$ cat config.mk
export PLATFORM = sky130hd
export DESIGN_NAME = rr_arb_mux
export DESIGN_NICKNAME = d
export VERILOG_FILES = /design/src/rtl/mux_pkg.sv /design/src/rtl/rr_pick.sv /design/src/rtl/rr_arb_mux.sv
export SDC_FILE = /design/constraint.sdc
export NUM_CORES = 1
export LEC_CHECK = 0
export ABC_CLOCK_PERIOD_IN_PS = 2350
export BUFFER_PORTS_ARGS = -buffer_cell sky130_fd_sc_hd__buf_2
export CORE_MARGIN = 8
export CORE_UTILIZATION = 40
export DETAILED_ROUTE_END_ITERATION = 10
export PLACE_DENSITY = 0.85
export SYNTH_ARGS = -nofsm -noshare
export SYNTH_HDL_FRONTEND = slang
export SYNTH_SLANG_ARGS = --single-unit
export TNS_END_PERCENT = 1
$ cat constraint.sdc
create_clock -name clk -period 2.35 [get_ports clk]
set_input_delay 0 -clock clk [delete_from_list [all_inputs] [get_ports clk]]
set_output_delay 0 -clock clk [all_outputs]
set_load 0.02 [all_outputs]
$ cat src/rtl/mux_pkg.sv
// mux_pkg: shared mode constants and width helper for the arbitrating mux
package mux_pkg;

    localparam logic MODE_FIXED = 1'b0;
    localparam logic MODE_RR    = 1'b1;

    function automatic int clog2(input int n);
        int r;
        r = 0;
        while ((1 << r) < n) r++;
        return r;
    endfunction

endpackage

$ cat src/rtl/rr_pick.sv
// rr_pick: combinational round-robin / fixed-priority picker over a ptr-masked doubled request vector
module rr_pick
    import mux_pkg::*;
#(
    parameter int NUM_IN = 4,
    parameter int SEL_W  = (clog2(NUM_IN) > 1) ? clog2(NUM_IN) : 1
) (
    input  logic [NUM_IN-1:0] req,
    input  logic [SEL_W-1:0]  ptr,
    input  logic              rr_mode,
    output logic [NUM_IN-1:0] grant,
    output logic [SEL_W-1:0]  idx,
    output logic              any
);

    localparam int DW = 2 * NUM_IN;

    logic [DW-1:0]    dreq;
    logic [SEL_W-1:0] start;

    // Lower copy loses bits below start; the upper copy supplies the wrapped-around requests.
    always_comb begin
        start = (rr_mode == MODE_RR) ? ptr : '0;
        dreq  = {req, req} & ~((DW'(1) << start) - DW'(1));
        idx   = '0;
        for (int i = DW - 1; i >= 0; i--)
            if (dreq[i]) idx = SEL_W'((i >= NUM_IN) ? i - NUM_IN : i);
        any        = |req;
        grant      = '0;
        grant[idx] = any;
    end

endmodule

$ cat src/rtl/rr_arb_mux.sv
// rr_arb_mux: N-input arbitrating mux with valid/ready handshakes and one registered output stage
module rr_arb_mux
    import mux_pkg::*;
#(
    parameter int WIDTH  = 32,
    parameter int NUM_IN = 4,
    parameter int SEL_W  = (clog2(NUM_IN) > 1) ? clog2(NUM_IN) : 1
) (
    input  logic                    clk,
    input  logic                    reset,
    input  logic                    rr_mode,
    input  logic [NUM_IN-1:0]       in_valid,
    input  logic [NUM_IN*WIDTH-1:0] in_data,
    output logic [NUM_IN-1:0]       in_ready,
    output logic                    out_valid,
    output logic [WIDTH-1:0]        out_data,
    output logic [SEL_W-1:0]        out_sel,
    input  logic                    out_ready
);

    logic [SEL_W-1:0]  ptr;
    logic [SEL_W-1:0]  idx;
    logic [NUM_IN-1:0] grant;
    logic              any;
    logic              take;

    rr_pick #(.NUM_IN(NUM_IN), .SEL_W(SEL_W)) u_pick (
        .req     (in_valid),
        .ptr     (ptr),
        .rr_mode (rr_mode),
        .grant   (grant),
        .idx     (idx),
        .any     (any)
    );

    // Loading is allowed when the register is empty or being drained this edge.
    always_comb begin
        take     = any && !reset && (!out_valid || out_ready);
        in_ready = take ? grant : '0;
    end

    always_ff @(posedge clk) begin
        if (reset) begin
            out_valid <= 1'b0;
            out_data  <= '0;
            out_sel   <= '0;
            ptr       <= '0;
        end else if (take) begin
            out_valid <= 1'b1;
            out_data  <= in_data[idx*WIDTH +: WIDTH];
            out_sel   <= idx;
            ptr       <= (idx == SEL_W'(NUM_IN - 1)) ? '0 : idx + SEL_W'(1);
        end else if (out_ready) begin
            out_valid <= 1'b0;
        end
    end

endmodule
# Word-level counts from Yosys, hierarchy flattened
# Index checks and enable logic that the tools add are counted.
op_classes:
  n_addsub: 2
  multipliers: 0
  div_mod_pow: 0
  magnitude_cmp: 2
  eq_ne: 1
  shifts: 2
  muxes: 15
  bitwise: 3
  n_reduce_logical: 8
op_table:
  columns: ["op", "count"]
  rows:
  - ["$shiftx A128 B8 Y32", 1]
  - ["$mux W2", 10]
  - ["$and A8 B8 Y8", 1]
  - ["$not A8 Y8", 1]
  - ["$shl A1 B2 Y8 const A", 1]
  - ["$sub A8 B1 Y8 const B", 1]
  - ["$and A4 B4 Y4", 1]
  - ["$mux W4", 1]
  - ["$reduce_or A4 Y1", 1]
  - ["$logic_and A1 B1 Y1", 3]
  - ["$lt A2 B3 Y1 const B", 1]
  - ["$mux W1", 3]
  - ["$add A2 B1 Y2 const B", 1]
  - ["$demux W1 S2", 1]
  - ["$eq A2 B2 Y1 const B", 1]
  - ["$ge A2 B1 Y1 const B", 1]
  - ["$logic_not A1 Y1", 2]
  - ["$reduce_bool A2 Y1", 1]
  - ["$logic_or A1 B1 Y1", 1]
totals:
  reg_bits: 37
  latchBits: 0
  ramBits: 0
  mem_bits_ro: 0
  word_cells: 37
  memories: 0

# Logic depth before layout (Yosys ltp)
# Gate-level depths: netlist of the first run.
depth:
  word_depth: 19
  depth_mapped: 8
  mapped_depth_nobuf: 7

# Hierarchy
# Synthesis of the first run repeated with hierarchy kept, for this count alone.
hier_totals:
  cells_unflattened: 193
  area_unflattened_um2: 2432.3
modules_own_cells:
  columns: ["mod", "n_inst", "cells_per_inst", "area_per_inst_um2", "seq_area_each_um2"]
  rows:
  - ["rr_arb_mux", 1, 172, 2312.2, 740.7]
  - ["rr_pick", 1, 21, 120.1, 0.0]

# Worst setup path after synthesis of the first run
# Ideal clock, no wire load.
synth_timing:
  path_kind: "register to register"
  from: "reg ptr[1]"
  to: "reg out_data[10]"
  setup_ns: 0.133
  t_arrival_ns: 1.502
  setup_slack_ns: 0.714
  stages_incl_launch_ff: 8
  synth_period_minus_slack_ns: 1.636
  path_cell_list: "dfxtp_1 > and3_1 > a211oi_1 > and2b_4 > inv_6 > bufbuf_8 > mux2i_1 > o221ai_1"
synth_between:
  elab_chain_cells: 14
synth_lines:
  columns: ["item", "line_no", "rtl"]
  rows:
  - ["from (decl)", "rr_arb_mux.sv:21", "logic [SEL_W-1:0] ptr;"]
  - ["from (signal assigned)", "rr_arb_mux.sv:52", "ptr <= (idx == SEL_W'(NUM_IN - 1)) ? '0 : idx + SEL_W'(1);"]
  - ["$mux W2 *", "rr_pick.sv:23", "start = (rr_mode == MODE_RR) ? ptr : '0;"]
  - ["$shl A1 B2 Y8 *", "rr_pick.sv:24", "dreq = {req, req} & ~((DW'(1) << start) - DW'(1));"]
  - ["$sub A8 B1 Y8 *", "rr_pick.sv:24", null]
  - ["$not A8 Y8 *", "rr_pick.sv:24", null]
  - ["$and A8 B8 Y8 *", "rr_pick.sv:24", null]
  - ["$mux W2 (7 in a row)", "rr_pick.sv:27", "if (dreq[i]) idx = SEL_W'((i >= NUM_IN) ? i - NUM_IN : i);"]
  - ["$mux W2 *", "rr_pick.sv:27", null]
  - ["via idx[0]", "rr_arb_mux.sv:22", "logic [SEL_W-1:0] idx;"]
  - ["$shiftx A128 B8 Y32 *", "rr_arb_mux.sv:50", "out_data <= in_data[idx*WIDTH +: WIDTH];"]
  - ["to (signal assigned)", "rr_arb_mux.sv:50", null]
  - ["to (decl)", "rr_arb_mux.sv:16", "output logic [WIDTH-1:0] out_data,"]
# The timed path passes the listed nets; every way through them passes the cells marked *.
# A chain may end at the register's enable or synchronous reset.

# Worst setup path in the final report of the first run
layout_timing:
  from: "reg ptr[1]"
  to: "out in_ready[0]"
layout_between:
  elab_chain_cells: 19
  word_cells_on_any_way: 20
layout_lines:
  columns: ["item", "line_no", "rtl"]
  rows:
  - ["$mux W2 *", "rr_pick.sv:23", null]
  - ["$shl A1 B2 Y8 *", "rr_pick.sv:24", null]
  - ["$sub A8 B1 Y8 *", "rr_pick.sv:24", null]
  - ["$not A8 Y8 *", "rr_pick.sv:24", null]
  - ["$and A8 B8 Y8 *", "rr_pick.sv:24", null]
  - ["$mux W2 (7 in a row)", "rr_pick.sv:27", null]
  - ["$mux W2 *", "rr_pick.sv:27", null]
  - ["via idx[0]", "rr_arb_mux.sv:22", null]
  - ["$lt A2 B3 Y1 (implied by the code) / $ge A2 B1 Y1 (equally long branches)", "rr_pick.sv:30", "grant[idx] = any;"]
  - ["$logic_and A1 B1 Y1 (implied by the code)", "rr_pick.sv:30", null]
  - ["$mux W1 (implied by the code)", "rr_pick.sv:30", null]
  - ["$demux W1 S2 *", null, null]
  - ["$and A4 B4 Y4 (no source line) *", null, null]
  - ["$mux W4 *", "rr_arb_mux.sv:39", "in_ready = take ? grant : '0;"]
  - ["to (decl)", "rr_arb_mux.sv:14", "output logic [NUM_IN-1:0] in_ready,"]
# Marks and branches as above.

==> impl_metrics.sql, run 1 <==
INSERT INTO impl_metrics (metric_group, metric, value, unit) VALUES
('hold_path', 'worst_min_path_class', 'primary input to flop', ''),
('global_route', 'gr-total-overflow', '0', ''),
('timing', 'setup-violations-final', '0', ''),
('global_route', 'global_route_usage_over_all_layers', '0.1804', ''),
('floorplanning', 'initial_core_util', '0.4092', ''),
('timing', 'worst_clock_skew', '3.532', 'ps'),
('synthesis', 'syn_nets', '361', ''),
('timing', 'timing.fmax', '497.5', 'MHz'),
('route', 'route.detailed.vias_per_inst', '5.107', ''),
('synthesis', 'largest_family_of_logic_cells_by_synthesized_area', 'multiplexers', ''),
('timing', 'worstMarginPinSlew', '648.0', 'ps'),
('route', 'wire_per_inst', '16.28', 'um'),
('synthesis', 'synth_area_leader_cell', 'sky130_fd_sc_hd__dfxtp_1', ''),
('route', 'detail_route.iter0.violations', '93', ''),
('synthesis', 'synth_simple_gate_area_share', '0.09888', ''),
('route', 'antenna_left', '0', ''),
('clocking', 'cts.root.buffer_cell', 'sky130_fd_sc_hd__clkbuf_8', ''),
('clocking', 'postCtsResizedCells', '0', ''),
('timing', 'final.period_utilization', '0.8554', ''),
('power', 'vdd_drop_max', '0.0003564', 'V'),
('clocking', 'cts-buffers-inserted', '5', ''),
('clocking', 'cts_max_path_buffers', '2', ''),
('route', 'drt_drc_violations_left', '0', ''),
('power', 'cellPowerDensity', '584.5', 'nW/um^2'),
('floorplanning', 'die_area', '8249', 'um^2'),
('global_route', 'global_route_wire_length_before_repair', '12410', 'um'),
('setup_path', 'setup.worst_path.class', 'flop to primary output', ''),
('synthesis', 'post_synth_instance_area', '2240', 'um^2'),
('route', 'drt_pass1_iterations', '4', ''),
('layout', 'area_delta_synth_final', '43.85', '%'),
('setup_path', 'critical_path.startpoint_type', 'flop', ''),
('route', 'route.vias.total', '2390', ''),
('timing', 'setup_total_negative_slack', '0', 'ps'),
('global_route', 'largest_net_degree_at_the_start_of_global_routing', '28', ''),
('clocking', 'htree_num_levels', '2', ''),
('route', 'detail_route.wirelength', '7621', 'um'),
('floorplanning', 'row_count', '27', ''),
('placement', 'gp_congestion', '0.8065', ''),
('global_route', 'grt_antenna_before_repair', '0', ''),
('floorplanning', 'chipHeight', '90.83', 'um'),
('timing', 'final_worst_path_period_need', '2010', 'ps'),
('timing', 'timing.final.max_slew_violations', '0', ''),
('synthesis', 'synth_compound_area_frac', '0.1592', ''),
('floorplanning', 'chipWidth', '90.83', 'um'),
('clocking', 'tritoncts', 'built', ''),
('clocking', 'post_cts.repair.setup_buffers', '0', ''),
('layout', 'fin_nets', '535', ''),
('setup_path', 'critical_path.endpoint_type', 'primary output', ''),
('timing', 'worst_hold_slack', '22.05', 'ps'),
('layout', 'insertedDiodeCount', '0', ''),
('timing', 'worst_slew_margin_rel', '0.5675', ''),
('setup_path', 'cp.arrival', '2010', 'ps'),
('synthesis', 'yosys_warnings', '0', ''),
('synthesis', 'synth.ff_latch_count', '37', ''),
('global_route', 'grt_pass1_vias', '2716', ''),
('clocking', 'clk_pin_slew', '70', 'ps'),
('clocking', 'numClockSinks', '37', ''),
('outcome', 'outcome', 'completed', ''),
('timing', 'rsz0062_at_grt', 'false', ''),
('synthesis', 'post_synth_num_cell_types', '27', ''),
('setup_path', 'critical_path_peak_fanout', '27', ''),
('synthesis', 'muxShareOfSynthArea', '0.2994', ''),
('flow_run', 'cap_violations', '0', ''),
('timing', 'finalHoldViolCount', '0', ''),
('synthesis', 'post_synthesis_share_of_cell_area_spent_on_xor_and_xnor_gates', '0', ''),
('synthesis', 'synth.top_cell.area_share', '0.3307', ''),
('floorplanning', 'boundaryPins', '175', ''),
('synthesis', 'yosys-top-cells-area', 'sky130_fd_sc_hd__dfxtp_1 33%, sky130_fd_sc_hd__mux2i_1 30%, sky130_fd_sc_hd__o221ai_1 13%', ''),
('power', 'static_leakage', '1.841', 'nW'),
('synthesis', 'postSynthCellCount', '221', ''),
('synthesis', 'seq_area_frac_synth', '0.3307', ''),
('placement', 'detailed_place_hpwl', '6294', 'um'),
('setup_path', 'endpoint_required_time_on_the_critical_path', '2350', 'ps'),
('synthesis', 'synthesis.area_per_instance', '10.13', 'um^2'),
('floorplanning', 'design.core.area', '5473', 'um^2'),
('placement', 'port_buffers', '174', ''),
('layout', 'post_route_cells_drive_above_1_share', '0.4899', ''),
('clocking', 'clock_latency', '280', 'ps'),
('synthesis', 'post_synth_fa_ha_maj_area_fraction', '0.02235', '');
stage by stage:
stage               utilization  cells  total power [mW]  instance area, um^2  setup WS, ps
global placement         0.5665    458             1.393                 3100         458.7
detailed placement       0.5665    458             1.419                 3100         370.6
finish                   0.5887    468             1.883                 3222         339.9
global route             0.5887    468             1.999                 3222         198.9
CTS                      0.5887    468             1.909                 3222         324.8
floorplan                     -    221             1.198                 2240         714.4
synth_stat cells:
cell type                   count
sky130_fd_sc_hd__and2b_4        1
sky130_fd_sc_hd__inv_1          2
sky130_fd_sc_hd__nor4_2         1
sky130_fd_sc_hd__inv_6          1
sky130_fd_sc_hd__a211oi_1       2
sky130_fd_sc_hd__clkinv_1       1
sky130_fd_sc_hd__a21oi_2        1
sky130_fd_sc_hd__a21boi_0       1
sky130_fd_sc_hd__a21oi_1        2
sky130_fd_sc_hd__a21boi_1       1
sky130_fd_sc_hd__a2bb2oi_1      1
sky130_fd_sc_hd__nand2b_1       1
sky130_fd_sc_hd__and2_1         4
sky130_fd_sc_hd__nand2_1       36
sky130_fd_sc_hd__and2b_1        1
sky130_fd_sc_hd__o2111ai_1      1
sky130_fd_sc_hd__buf_12         6
sky130_fd_sc_hd__mux2i_1       67
sky130_fd_sc_hd__clkbuf_1       3
sky130_fd_sc_hd__buf_2          6
sky130_fd_sc_hd__dfxtp_1       37
sky130_fd_sc_hd__bufbuf_8       1
sky130_fd_sc_hd__nor2_1         5
sky130_fd_sc_hd__o21ai_0        2
sky130_fd_sc_hd__ha_1           4
sky130_fd_sc_hd__and3_1         1
sky130_fd_sc_hd__o221ai_1      32
path summary, 6_finish.rpt:
path              slack (ps)            to    startpoint  cells after the start
setup reg to reg         350  out_data[19]        ptr[1]                      7
hold reg to reg          470  out_data[17]  out_data[17]                      2
hold / removal            20  out_data[13]   in_data[45]                      3
setup / recovery         340   in_ready[0]        ptr[1]                      7
layout by cell type (no fill, tap or decap):
cell type                       count
sky130_fd_sc_hd__buf_2            174
sky130_fd_sc_hd__mux2i_1           67
sky130_fd_sc_hd__dfxtp_1           37
sky130_fd_sc_hd__nand2_1           36
sky130_fd_sc_hd__o221ai_1          32
sky130_fd_sc_hd__clkbuf_8           7
sky130_fd_sc_hd__buf_4              5
sky130_fd_sc_hd__and2_1             4
sky130_fd_sc_hd__nor2_1             4
sky130_fd_sc_hd__ha_1               4
sky130_fd_sc_hd__inv_1              2
sky130_fd_sc_hd__a211oi_1           2
sky130_fd_sc_hd__o21ai_0            2
sky130_fd_sc_hd__a21oi_1            2
sky130_fd_sc_hd__dlygate4sd3_1      2
sky130_fd_sc_hd__buf_12             2
sky130_fd_sc_hd__and3_1             1
sky130_fd_sc_hd__a21boi_1           1
sky130_fd_sc_hd__a2bb2oi_1          1
sky130_fd_sc_hd__and2b_4            1
sky130_fd_sc_hd__inv_6              1
sky130_fd_sc_hd__o2111ai_1          1
sky130_fd_sc_hd__a21boi_0           1
sky130_fd_sc_hd__nand2b_1           1
sky130_fd_sc_hd__clkinv_1           1
sky130_fd_sc_hd__nor4_2             1
sky130_fd_sc_hd__a21oi_2            1
sky130_fd_sc_hd__and2b_1            1
sky130_fd_sc_hd__nor2_2             1
sky130_fd_sc_hd__clkinv_2           1
power breakdown:
group | switching (mW) | internal (mW) | leakage, nW
registers | 0.0423 | 0.706 | 0.307
logic | 0.352 | 0.303 | 1.48
clock network | 0.215 | 0.265 | 0.0542
state kept, by name, summed over array words and instances (netlist names):
| register | cells |
|---|---|
| out_valid | 1 |
| out_data | 32 |
| out_sel | 2 |
| ptr | 2 |
worst max-delay path, stage by stage (launching register included):
cell                       delay (ps)
sky130_fd_sc_hd__dfxtp_1          420
sky130_fd_sc_hd__nand2_1           90
sky130_fd_sc_hd__a211oi_1         230
sky130_fd_sc_hd__and2b_4          250
sky130_fd_sc_hd__inv_6            270
sky130_fd_sc_hd__ha_1             200
sky130_fd_sc_hd__and2_1           110
sky130_fd_sc_hd__buf_2            160
cells by family after synthesis:
kind of cell,after synthesis
muxes,67
and+or+nand+nor,50
DFF,37
buffers and inverters,20
adders and majority gates,4
AOI/OAI and AO/OA,43
final cells by class:
cell class / instances / area [um^2]
clock buffers: 7 / 96.34
clock inverters: 1 / 5.005
fillers: 497 / 2251
inverters: 4 / 20.02
multi-input cells: 164 / 1301
flip-flops and latches: 37 / 740.7
well taps: 72 / 90.09
repair buffers: 183 / 968.4
what timing repair did:
| item | 4_1_cts | 5_1_grt |
|---|---|---|
| hold buffers | 2 | 0 |
| endpoints found under the setup margin | 0 | 0 |
| endpoints found under the hold margin | 5 | 0 |
per-layer routing:
metal | GRT usage | wire length [um] | vias up
met5 | 0 | 0 | -
li1 | - | - | 1179
met3 | 0.07398 | 666 | 6
met1 | 0.1700 | 2844 | 1099
met4 | 0.05866 | 80 | 0
met2 | 0.3429 | 4030 | 106
Power figures use the tool's default switching activity.
==> run 2: changes to the inputs <==
==> constraint.sdc (replaced) <==
create_clock -name clk -period 2.35 [get_ports clk]
set_input_delay 0.3525 -clock clk [delete_from_list [all_inputs] [get_ports clk]]
set_output_delay 0.3525 -clock clk [all_outputs]
set_load 0.02 [all_outputs]
==> impl_metrics.sql, run 2 (same netlist as run 1, synthesis figures left out) <==
INSERT INTO impl_metrics (metric_group, metric, value, unit) VALUES
('outcome', 'outcome', 'completed', ''),
('layout', 'seqCellArea', '740.7', 'um^2'),
('layout', 'post_route_cells_drive_above_1_share', '0.4898', ''),
('clocking', 'cts_max_path_buffers', '2', ''),
('route', 'detail_route.iter0.violations', '74', ''),
('global_route', 'largest_net_degree_at_the_start_of_global_routing', '36', ''),
('clocking', 'tritoncts', 'built', ''),
('placement', 'placed_cell_area', '3108', 'um^2'),
('layout', 'fillers', '494', ''),
('setup_path', 'critical_path.startpoint_type', 'flop', ''),
('timing', 'timing.fmax', '458.9', 'MHz'),
('layout', 'registers.top_by_ff_count', 'out_data', ''),
('timing', 'worstMarginPinSlew', '380.5', 'ps'),
('layout', 'layout.cells.most_common_list', '174 x sky130_fd_sc_hd__buf_2, 67 x sky130_fd_sc_hd__mux2i_1, 37 x sky130_fd_sc_hd__dfxtp_1', ''),
('route', 'route.detailed.vias_per_inst', '5.021', ''),
('layout', 'fin_nets', '534', ''),
('route', 'antenna_left', '0', ''),
('timing', 'setup-violations-final', '0', ''),
('clocking', 'holdBufCountCts', '0', ''),
('power', 'report.power.total', '1.823', 'mW'),
('clocking', 'htree_num_levels', '2', ''),
('hold_path', 'worst_min_path_class', 'primary input to flop', ''),
('route', 'drt_drc_violations_left', '0', ''),
('timing', 'finalHoldViolCount', '0', ''),
('layout', 'reg.largest.list', 'out_data (32), out_sel (2), ptr (2)', ''),
('route', 'route.top_layer_used', 'met4', ''),
('floorplanning', 'row_count', '27', ''),
('timing', 'worst_clock_skew', '3.647', 'ps'),
('clocking', 'postCtsResizedCells', '0', ''),
('placement', 'gp_congestion', '0.8049', ''),
('placement', 'detailed_place_hpwl', '5980', 'um'),
('clocking', 'numClockSinks', '37', ''),
('clocking', 'cts-buffers-inserted', '5', ''),
('global_route', 'global_route_usage_over_all_layers', '0.1608', ''),
('placement', 'port_buffers', '174', ''),
('route', 'met2RoutedLength', '3678', 'um'),
('route', 'route.vias.total', '2340', ''),
('global_route', 'grt_pass1_vias', '2520', ''),
('setup_path', 'setup.worst_path.class', 'flop to primary output', ''),
('timing', 'timing.final.max_slew_violations', '0', ''),
('layout', 'final_design_area_no_fill', '3194', 'um^2'),
('timing', 'rsz0062_at_grt', 'false', ''),
('timing', 'setup_total_negative_slack', '0', 'ps'),
('route', 'detail_route.wirelength', '6999', 'um'),
('global_route', 'global_route_wire_length_before_repair', '11140', 'um'),
('flow_run', 'cap_violations', '0', ''),
('timing', 'worst_slew_margin_rel', '0.7464', ''),
('floorplanning', 'die_area', '8249', 'um^2'),
('route', 'drt_pass1_iterations', '4', ''),
('route', 'wire_per_inst', '15.02', 'um'),
('setup_path', 'crit_path_cell_trace', 'o2111ai_1 > a21oi_1 > nand2b_1 > clkinv_1 > ha_1 > and2_1 > buf_2', ''),
('setup_path', 'critical_path.n_buffers_inverters', '2', ''),
('clocking', 'clk_pin_slew', '70', 'ps'),
('timing', 'final.period_utilization', '0.9272', ''),
('global_route', 'grt_antenna_before_repair', '0', ''),
('clocking', 'cts.root.buffer_cell', 'sky130_fd_sc_hd__clkbuf_8', ''),
('setup_path', 'critical_path.endpoint_type', 'primary output', ''),
('setup_path', 'cp.arrival', '1830', 'ps'),
('floorplanning', 'design.core.area', '5473', 'um^2'),
('layout', 'multi_input_area', '1301', 'um^2'),
('clocking', 'post_cts.repair.setup_buffers', '0', ''),
('route', 'route.met3.wl', '631', 'um'),
('floorplanning', 'boundaryPins', '175', ''),
('route', 'route.layer.met1.wl', '2606', 'um'),
('floorplanning', 'initial_core_util', '0.4092', ''),
('power', 'cellPowerDensity', '570.7', 'nW/um^2'),
('floorplanning', 'chipHeight', '90.83', 'um'),
('layout', 'largest_register_ffs', '32', ''),
('setup_path', 'cpPeakStageDelay', '430', 'ps'),
('power', 'vdd_drop_max', '0.0002992', 'V'),
('setup_path', 'critical_path_peak_fanout', '6', ''),
('setup_path', 'endpoint_required_time_on_the_critical_path', '2000', 'ps'),
('power', 'static_leakage', '1.828', 'nW'),
('layout', 'mostFrequentLayoutCell', 'sky130_fd_sc_hd__buf_2', ''),
('timing', 'final_worst_path_period_need', '2179', 'ps'),
('global_route', 'gr-total-overflow', '0', ''),
('floorplanning', 'chipWidth', '90.83', 'um'),
('layout', 'area_delta_synth_final', '42.63', '%'),
('layout', 'insertedDiodeCount', '0', ''),
('setup_path', 'critPathTopFamily', 'flip-flops', ''),
('clocking', 'clock_latency', '270', 'ps'),
('setup_path', 'critical_path.slowest_cell', 'sky130_fd_sc_hd__dfxtp_1', '');
[run 2: routing by layer]
layer  global-route usage  up-vias
met3              0.07398        8
met5                    0        -
met2               0.3076       95
met4              0.04638        0
met1               0.1474     1055
li1                     -     1182
[run 2: cell type report]
class | instances | share of cell area
multi-input combinational | 164 | 0.4074
tap | 72 | 0.02820
timing repair buffer | 182 | 0.2993
sequential | 37 | 0.2319
clock buffer | 7 | 0.02703
inverter | 4 | 0.006267
[run 2: through the flow]
step,utilization,worst slack [ps],hold WS (ps),instances
floorplan,-,397.0,421.6,221
global placement,0.5679,441.3,438.1,459
detailed placement,0.5679,368.1,447.5,459
CTS,0.5837,175.1,316.4,466
global route,0.5837,14.30,326.4,466
finish,0.5837,171.1,331.1,466
[run 2: worst paths after layout]
| path | from | end | slack [ps] | cells past startpoint |
|---|---|---|---|---|
| hold reg to reg | out_data[2] | out_data[2] | 460 | 2 |
| hold / removal | reset | out_valid | 330 | 2 |
| setup reg to reg | ptr[1] | out_data[15] | 510 | 7 |
| setup / recovery | ptr[1] | in_ready[3] | 170 | 7 |
[run 2: report_power, final]
group	switching [mW]	total (mW)	internal, mW
Clock	0.198	0.430	0.232
Combinational	0.343	0.644	0.301
Sequential	0.0416	0.748	0.707
Total	0.582	1.82	1.24
